`src/rtl/stg_ma.sv`:
```
// stg_ma: memory-access pipeline stage issuing word loads/stores over a req/ack handshake
//   iw_clk, iw_rst         clock, asynchronous active-high reset
//   iw_pc/instr/opc/tgt_*  execute-stage fields, forwarded registered on ow_*
//   iw_addr, iw_result     effective address and ALU result / store data
//   ow_result              write-back value (load data or ALU result)
//   ow_stall               combinational freeze of fetch/decode/execute
//   or_mem_*, iw_mem_*     data-memory request/ack interface
//   or_mem_fault           timeout pulse, only with STG_MA_TIMEOUT_EN defined
`ifndef SIZE_ADDR
`define SIZE_ADDR 24
`endif
`ifndef SIZE_DATA
`define SIZE_DATA 24
`endif
`ifndef SIZE_OPC
`define SIZE_OPC 6
`endif
`ifndef SIZE_TGT_GP
`define SIZE_TGT_GP 4
`endif
`ifndef SIZE_TGT_SR
`define SIZE_TGT_SR 2
`endif
`ifndef OPC_RU_LDu
`define OPC_RU_LDu 6'h10
`endif
`ifndef OPC_RU_STu
`define OPC_RU_STu 6'h11
`endif
`ifndef OPC_IU_STiu
`define OPC_IU_STiu 6'h12
`endif
`ifndef OPC_IS_STis
`define OPC_IS_STis 6'h13
`endif

module stg_ma #(
  parameter int TIMEOUT_CYC = 16
) (
  input  logic                    iw_clk,
  input  logic                    iw_rst,
  input  logic [`SIZE_ADDR-1:0]   iw_pc,
  output logic [`SIZE_ADDR-1:0]   ow_pc,
  input  logic [`SIZE_DATA-1:0]   iw_instr,
  output logic [`SIZE_DATA-1:0]   ow_instr,
  input  logic [`SIZE_OPC-1:0]    iw_opc,
  output logic [`SIZE_OPC-1:0]    ow_opc,
  input  logic [`SIZE_TGT_GP-1:0] iw_tgt_gp,
  input  logic                    iw_tgt_gp_we,
  output logic [`SIZE_TGT_GP-1:0] ow_tgt_gp,
  output logic                    ow_tgt_gp_we,
  input  logic [`SIZE_TGT_SR-1:0] iw_tgt_sr,
  input  logic                    iw_tgt_sr_we,
  output logic [`SIZE_TGT_SR-1:0] ow_tgt_sr,
  output logic                    ow_tgt_sr_we,
  input  logic [`SIZE_ADDR-1:0]   iw_addr,
  input  logic [`SIZE_DATA-1:0]   iw_result,
  output logic [`SIZE_DATA-1:0]   ow_result,
  output logic                    ow_stall,
  output logic                    or_mem_req,
  output logic                    or_mem_we,
  output logic [`SIZE_ADDR-1:0]   or_mem_addr,
  output logic [`SIZE_DATA-1:0]   or_mem_wdata,
  input  logic                    iw_mem_ack,
  input  logic [`SIZE_DATA-1:0]   iw_mem_rdata,
  output logic                    or_mem_fault
);
  typedef enum logic {IDLE, WAIT} state_t;
  state_t state_q, state_d;
  logic [`SIZE_ADDR-1:0] pc_q, pc_d, addr_q, addr_d;
  logic [`SIZE_DATA-1:0] instr_q, instr_d, result_q, result_d, wdata_q, wdata_d;
  logic [`SIZE_OPC-1:0] opc_q, opc_d;
  logic [`SIZE_TGT_GP-1:0] gp_q, gp_d;
  logic [`SIZE_TGT_SR-1:0] sr_q, sr_d;
  logic gp_we_q, gp_we_d, sr_we_q, sr_we_d, req_q, req_d, we_q, we_d;
  logic load, store, mem_op, ack, to;
  assign load = iw_opc == `OPC_RU_LDu;
  assign store = iw_opc == `OPC_RU_STu || iw_opc == `OPC_IU_STiu || iw_opc == `OPC_IS_STis;
  assign mem_op = load | store;
  assign ack = state_q == WAIT && iw_mem_ack;
  assign ow_stall = mem_op & ~(ack | to);
`ifdef STG_MA_TIMEOUT_EN
  logic [15:0] cnt_q, cnt_d;
  logic fault_q;
  assign to = state_q == WAIT && !iw_mem_ack && cnt_q == 16'(TIMEOUT_CYC - 1);
  // Held at zero while idle, so it is already clear on WAIT entry.
  assign cnt_d = state_q == IDLE ? 16'd0 : cnt_q + 16'd1;
  assign or_mem_fault = fault_q;
  always_ff @(posedge iw_clk or posedge iw_rst)
    if (iw_rst) begin
      cnt_q <= '0;
      fault_q <= 1'b0;
    end else begin
      cnt_q <= cnt_d;
      fault_q <= to;
    end
`else
  logic unused_timeout;
  assign unused_timeout = ^TIMEOUT_CYC;
  assign to = 1'b0;
  assign or_mem_fault = 1'b0;
`endif
  always_comb begin
    state_d = state_q;
    pc_d = pc_q;
    instr_d = instr_q;
    opc_d = opc_q;
    gp_d = gp_q;
    gp_we_d = gp_we_q;
    sr_d = sr_q;
    sr_we_d = sr_we_q;
    result_d = result_q;
    req_d = req_q;
    we_d = we_q;
    addr_d = addr_q;
    wdata_d = wdata_q;
    if (state_q == IDLE && mem_op) begin
      state_d = WAIT;
      req_d = 1'b1;
      we_d = store;
      addr_d = iw_addr;
      wdata_d = iw_result;
      opc_d = '0;
      gp_we_d = 1'b0;
      sr_we_d = 1'b0;
    end else if (state_q == IDLE || ack || to) begin
      state_d = IDLE;
      req_d = 1'b0;
      we_d = 1'b0;
      pc_d = iw_pc;
      instr_d = iw_instr;
      opc_d = iw_opc;
      gp_d = iw_tgt_gp;
      sr_d = iw_tgt_sr;
      gp_we_d = iw_tgt_gp_we & ~to;
      sr_we_d = iw_tgt_sr_we & ~to;
      result_d = to ? '0 : ack && load ? iw_mem_rdata : iw_result;
    end
  end
  always_ff @(posedge iw_clk or posedge iw_rst)
    if (iw_rst) begin
      state_q <= IDLE;
      pc_q <= '0;
      instr_q <= '0;
      opc_q <= '0;
      gp_q <= '0;
      gp_we_q <= 1'b0;
      sr_q <= '0;
      sr_we_q <= 1'b0;
      result_q <= '0;
      req_q <= 1'b0;
      we_q <= 1'b0;
      addr_q <= '0;
      wdata_q <= '0;
    end else begin
      state_q <= state_d;
      pc_q <= pc_d;
      instr_q <= instr_d;
      opc_q <= opc_d;
      gp_q <= gp_d;
      gp_we_q <= gp_we_d;
      sr_q <= sr_d;
      sr_we_q <= sr_we_d;
      result_q <= result_d;
      req_q <= req_d;
      we_q <= we_d;
      addr_q <= addr_d;
      wdata_q <= wdata_d;
    end
  assign ow_pc = pc_q;
  assign ow_instr = instr_q;
  assign ow_opc = opc_q;
  assign ow_tgt_gp = gp_q;
  assign ow_tgt_gp_we = gp_we_q;
  assign ow_tgt_sr = sr_q;
  assign ow_tgt_sr_we = sr_we_q;
  assign ow_result = result_q;
  assign or_mem_req = req_q;
  assign or_mem_we = we_q;
  assign or_mem_addr = addr_q;
  assign or_mem_wdata = wdata_q;
endmodule

```
`config.mk`:
```
export PLATFORM = sky130hd
export DESIGN_NAME = stg_ma
export DESIGN_NICKNAME = d
export VERILOG_FILES = /design/src/rtl/stg_ma.sv
export SDC_FILE = /design/constraint.sdc
export NUM_CORES = 1
export LEC_CHECK = 0
export BUFFER_PORTS_ARGS = -buffer_cell sky130_fd_sc_hd__clkbuf_2
export CAP_MARGIN = 20
export CORE_UTILIZATION = 30
export CTS_CLUSTER_SIZE = 24
export DETAILED_ROUTE_END_ITERATION = 16
export PLACE_DENSITY = 0.64
export SLEW_MARGIN = 20
export SYNTH_ARGS = -nofsm -noshare
export SYNTH_HDL_FRONTEND = slang
export SYNTH_SLANG_ARGS = --single-unit
```
`constraint.sdc`:
```
create_clock -name iw_clk -period 3.5 [get_ports iw_clk]
set_input_delay 0.175 -clock iw_clk [delete_from_list [all_inputs] [get_ports iw_clk]]
set_output_delay 0.175 -clock iw_clk [all_outputs]
set_load 0.05 [all_outputs]
```
==> impl_metrics.csv <==
group,metric,value,unit
timing,setup_tns,0,ps
timing,period_needed,2350,ps
yosys,ys_seq_area_frac,0.630,
timing,fmax,425,MHz
timing,skew,4.83,ps
yosys,synth_fp_nets,474,
power,peakVddDrop,0.000352,V
worst_hold_path,hold_depth,2,
global_route,grt_util_all_layers,0.170,
clocking,htree_levels,4,
global_route,grt_pass1_vias,4571,
floorplanning,initial_core_util,0.310,
power,p_int,3.60,mW
timing,fin_crit_sh,0.673,
cells_and_area,drive_above_1_share,0.614,
yosys,yosysTopAreaCell,"dfrtp_1",
drt,drc,0,
yosys,yosysTopAreaCellShare,0.630,
drt,routed_via_density,4.59,
flow_run,drv_cap,0,
placement,place_congestion,0.770,
floorplanning,die_h,136,µm
timing,rsz0062_at_grt,"no",
clocking,cts_resized,0,
yosys,yosysWarnings,0,
yosys,netlist_area,5400,µm²
global_route,antenna_found_initial,1,
placement,numPortBuffers,273,
global_route,grt_pass1_wl,23.8,mm
drt,firstDrtPassIters,4,
worst_setup_path,crit_type,"in2reg",
power,power.share.clock,0.372,
cells_and_area,area_growth,59.6,%
drt,drt_wl_total,15.4,mm
timing,whs,24.3,ps
worst_setup_path,critPathMaxFanout,44,
yosys,ys_ff_latch,136,
worst_hold_path,worstHoldEndpoint,"or_mem_wdata[0]$_DFFE_PP0P_",
placement,place_hpwl,10.5,mm
global_route,grt_max_degree,67,
clocking,cts.sinks,136,
cells_and_area,fin_cells,944,
worst_hold_path,hold_class,"in2reg",
power,p_per_area,636,nW/µm²
worst_setup_path,endpoint_kind,"register",
drt,drtAntennaViolNets,0,
status,outcome,"completed",
timing,slew-limit-headroom,0.359,
power,leakage,4.26,nW
worst_setup_path,worstPathArrival,2640,ps
floorplanning,row_count,48,
drt,num_vias,4337,
clocking,cts_hold_buf,93,
power,p_sw_frac,0.344,
global_route,gr-total-overflow,0,
clocking,insertion_delay,410,ps
power,pwr-share-seq,0.348,
clocking,post-cts-setup-buffers,0,
cells_and_area,nets,843,
floorplanning,fp.dieArea,18500,µm²
timing,maxSlewViolCount,0,
worst_setup_path,r2r-end,"ow_result[2]$_DFFE_PP0P_",
timing,setup_viol,0,
worst_setup_path,crit_required,3790,ps
worst_setup_path,r2r_slack,1330,ps
power,pwr-share-comb,0.279,
yosys,netlist_instances,337,
timing,worstMarginPinSlew,957,ps
worst_setup_path,r2r_cells,3,
clocking,clkTransAtPathRegs,60,ps
drt,drt_iter0_drc,167,
placement,place_inst,818,
clocking,cts_tree,"yes",
cells_and_area,fin_util,0.495,
timing,hold_violations,0,
worst_setup_path,critPathLaunchType,"input pin",
power,p_sw,1.88,mW
worst_setup_path,rr_startpoint,"or_mem_req$_DFFE_PP0P_",
floorplanning,boundaryPins,275,
floorplanning,core,17400,µm²
clocking,clockBufferDepth,2,
yosys,synth_cell_types,23,
drt,routedWlPerCell,16.3,µm
yosys,syn_area_per_cell,16.0,µm²
floorplanning,die_width,136,µm
yosys,yosys-top-cells-area,"dfrtp_1 63%, mux2_2 15%, mux2_4 8.3%",
worst_hold_path,min-delay-start,"iw_result[0]",
clocking,cts_made_buffers,17,
clocking,ctsRootBufferMaster,"clkbuf_16",
==> power by group through the flow <==
stage	clock network [mW]	registers [mW]	logic, mW
4_1_cts	2.10	1.91	1.54
2_1_floorplan	0	2.70	0.297
3_5_place_dp	0	1.94	1.46
6_report	2.04	1.91	1.53
3_3_place_gp	0	1.92	1.44
5_1_grt	2.16	1.94	1.60
==> worst max-delay path by stage <==
stage | from | endpoint | slack (ps)
6_report | iw_opc[3] | or_mem_wdata[18]$_DFFE_PP0P_ | 1150
5_1_grt | iw_opc[3] | or_mem_wdata[13]$_DFFE_PP0P_ | 1090
4_1_cts | iw_opc[3] | or_mem_wdata[18]$_DFFE_PP0P_ | 1160
3_5_place_dp | iw_opc[3] | or_mem_addr[13]$_DFFE_PP0P_ | 1270
3_3_place_gp | iw_opc[3] | or_mem_wdata[17]$_DFFE_PP0P_ | 1320
2_1_floorplan | iw_rst | or_mem_addr[0]$_DFFE_PP0P_ | 1630
==> sequential cells by signal, indices dropped and copies added (netlist names) <==
signal,count
ow_result,24
or_mem_addr,24
or_mem_req,1
ow_tgt_gp,4
ow_pc,24
or_mem_we,1
or_mem_wdata,24
ow_opc,6
ow_tgt_sr,2
ow_tgt_gp_we,1
ow_tgt_sr_we,1
ow_instr,24
==> logic make-up after synthesis <==
family,Yosys count,share of synthesized area
DFF,136,0.630
muxes,102,0.234
and+or+nand+nor,41,0.0445
AOI/OAI and AO/OA,32,0.0635
buffers and inverters,25,0.0276
other,1,0.000694
==> layout make-up <==
type	instances	area, µm²
Clock inverter	14	246
Multi-Input combinational cell	176	1860
Clock buffer	17	425
Inverter	2	11.3
Tap cell	225	282
Antenna cell	1	2.50
Sequential cell	136	3400
Fill cell	1508	8800
Timing Repair Buffer	373	2390
==> synth_stat cells <==
| library cell | instances |
|---|---|
| or2_2 | 1 |
| nand2b_1 | 1 |
| o21a_1 | 1 |
| nor2_1 | 1 |
| nand4bb_1 | 1 |
| nand2_1 | 9 |
| mux2_2 | 72 |
| buf_4 | 3 |
| o221a_2 | 24 |
| buf_2 | 11 |
| and2_1 | 1 |
| conb_1 | 1 |
| dfrtp_1 | 136 |
| mux2_4 | 30 |
| a22oi_2 | 1 |
| or4b_1 | 1 |
| nor2_2 | 1 |
| inv_1 | 2 |
| buf_6 | 4 |
| nor2b_1 | 1 |
| or3_1 | 24 |
| clkbuf_1 | 5 |
| a22o_1 | 6 |
==> cells in the final DEF, fill, tap and decap left out <==
| cell | count |
|---|---|
| o21a_4 | 1 |
| clkbuf_16 | 17 |
| clkinv_2 | 1 |
| nor2_1 | 1 |
| dlygate4sd3_1 | 94 |
| a22o_1 | 6 |
| inv_1 | 1 |
| buf_4 | 3 |
| a22oi_2 | 1 |
| or4b_1 | 1 |
| clkinvlp_4 | 1 |
| inv_6 | 3 |
| o221a_2 | 24 |
| nor2_4 | 1 |
| conb_1 | 1 |
| clkbuf_2 | 273 |
| mux2_2 | 72 |
| and2_1 | 1 |
| nand4bb_1 | 1 |
| or2_2 | 1 |
| nand2b_1 | 1 |
| clkinv_4 | 4 |
| nand2_1 | 9 |
| mux2_4 | 30 |
| dfrtp_1 | 136 |
| nor2b_1 | 1 |
| diode_2 | 1 |
| or3_1 | 24 |
| buf_12 | 3 |
| bufinv_16 | 6 |
==> layer usage <==
metal,up-vias,global-route usage,routed length (µm)
met4,0,0.0580,165
met5,-,0,0
met2,168,0.300,8150
li1,1980,-,-
met3,14,0.0589,1120
met1,2175,0.189,5920
==> worst max-delay path, stage by stage <==
cell and delay [ps]:
dlygate4sd3_1 530, clkbuf_2 110, or4b_1 600, buf_4 280, nor2_4 250, buf_12 280, mux2_2 370
==> per-stage QoR <==
step | instance area [µm²] | worst slack [ps] | power, mW
after floorplan | 5400 | 1630 | 2.99
after global placement | 7010 | 1320 | 3.36
after detailed placement | 7010 | 1270 | 3.39
after CTS | 8610 | 1160 | 5.55
after global routing | 8620 | 1090 | 5.70
final | 8620 | 1150 | 5.48
Power figures use the tool's default switching activity.
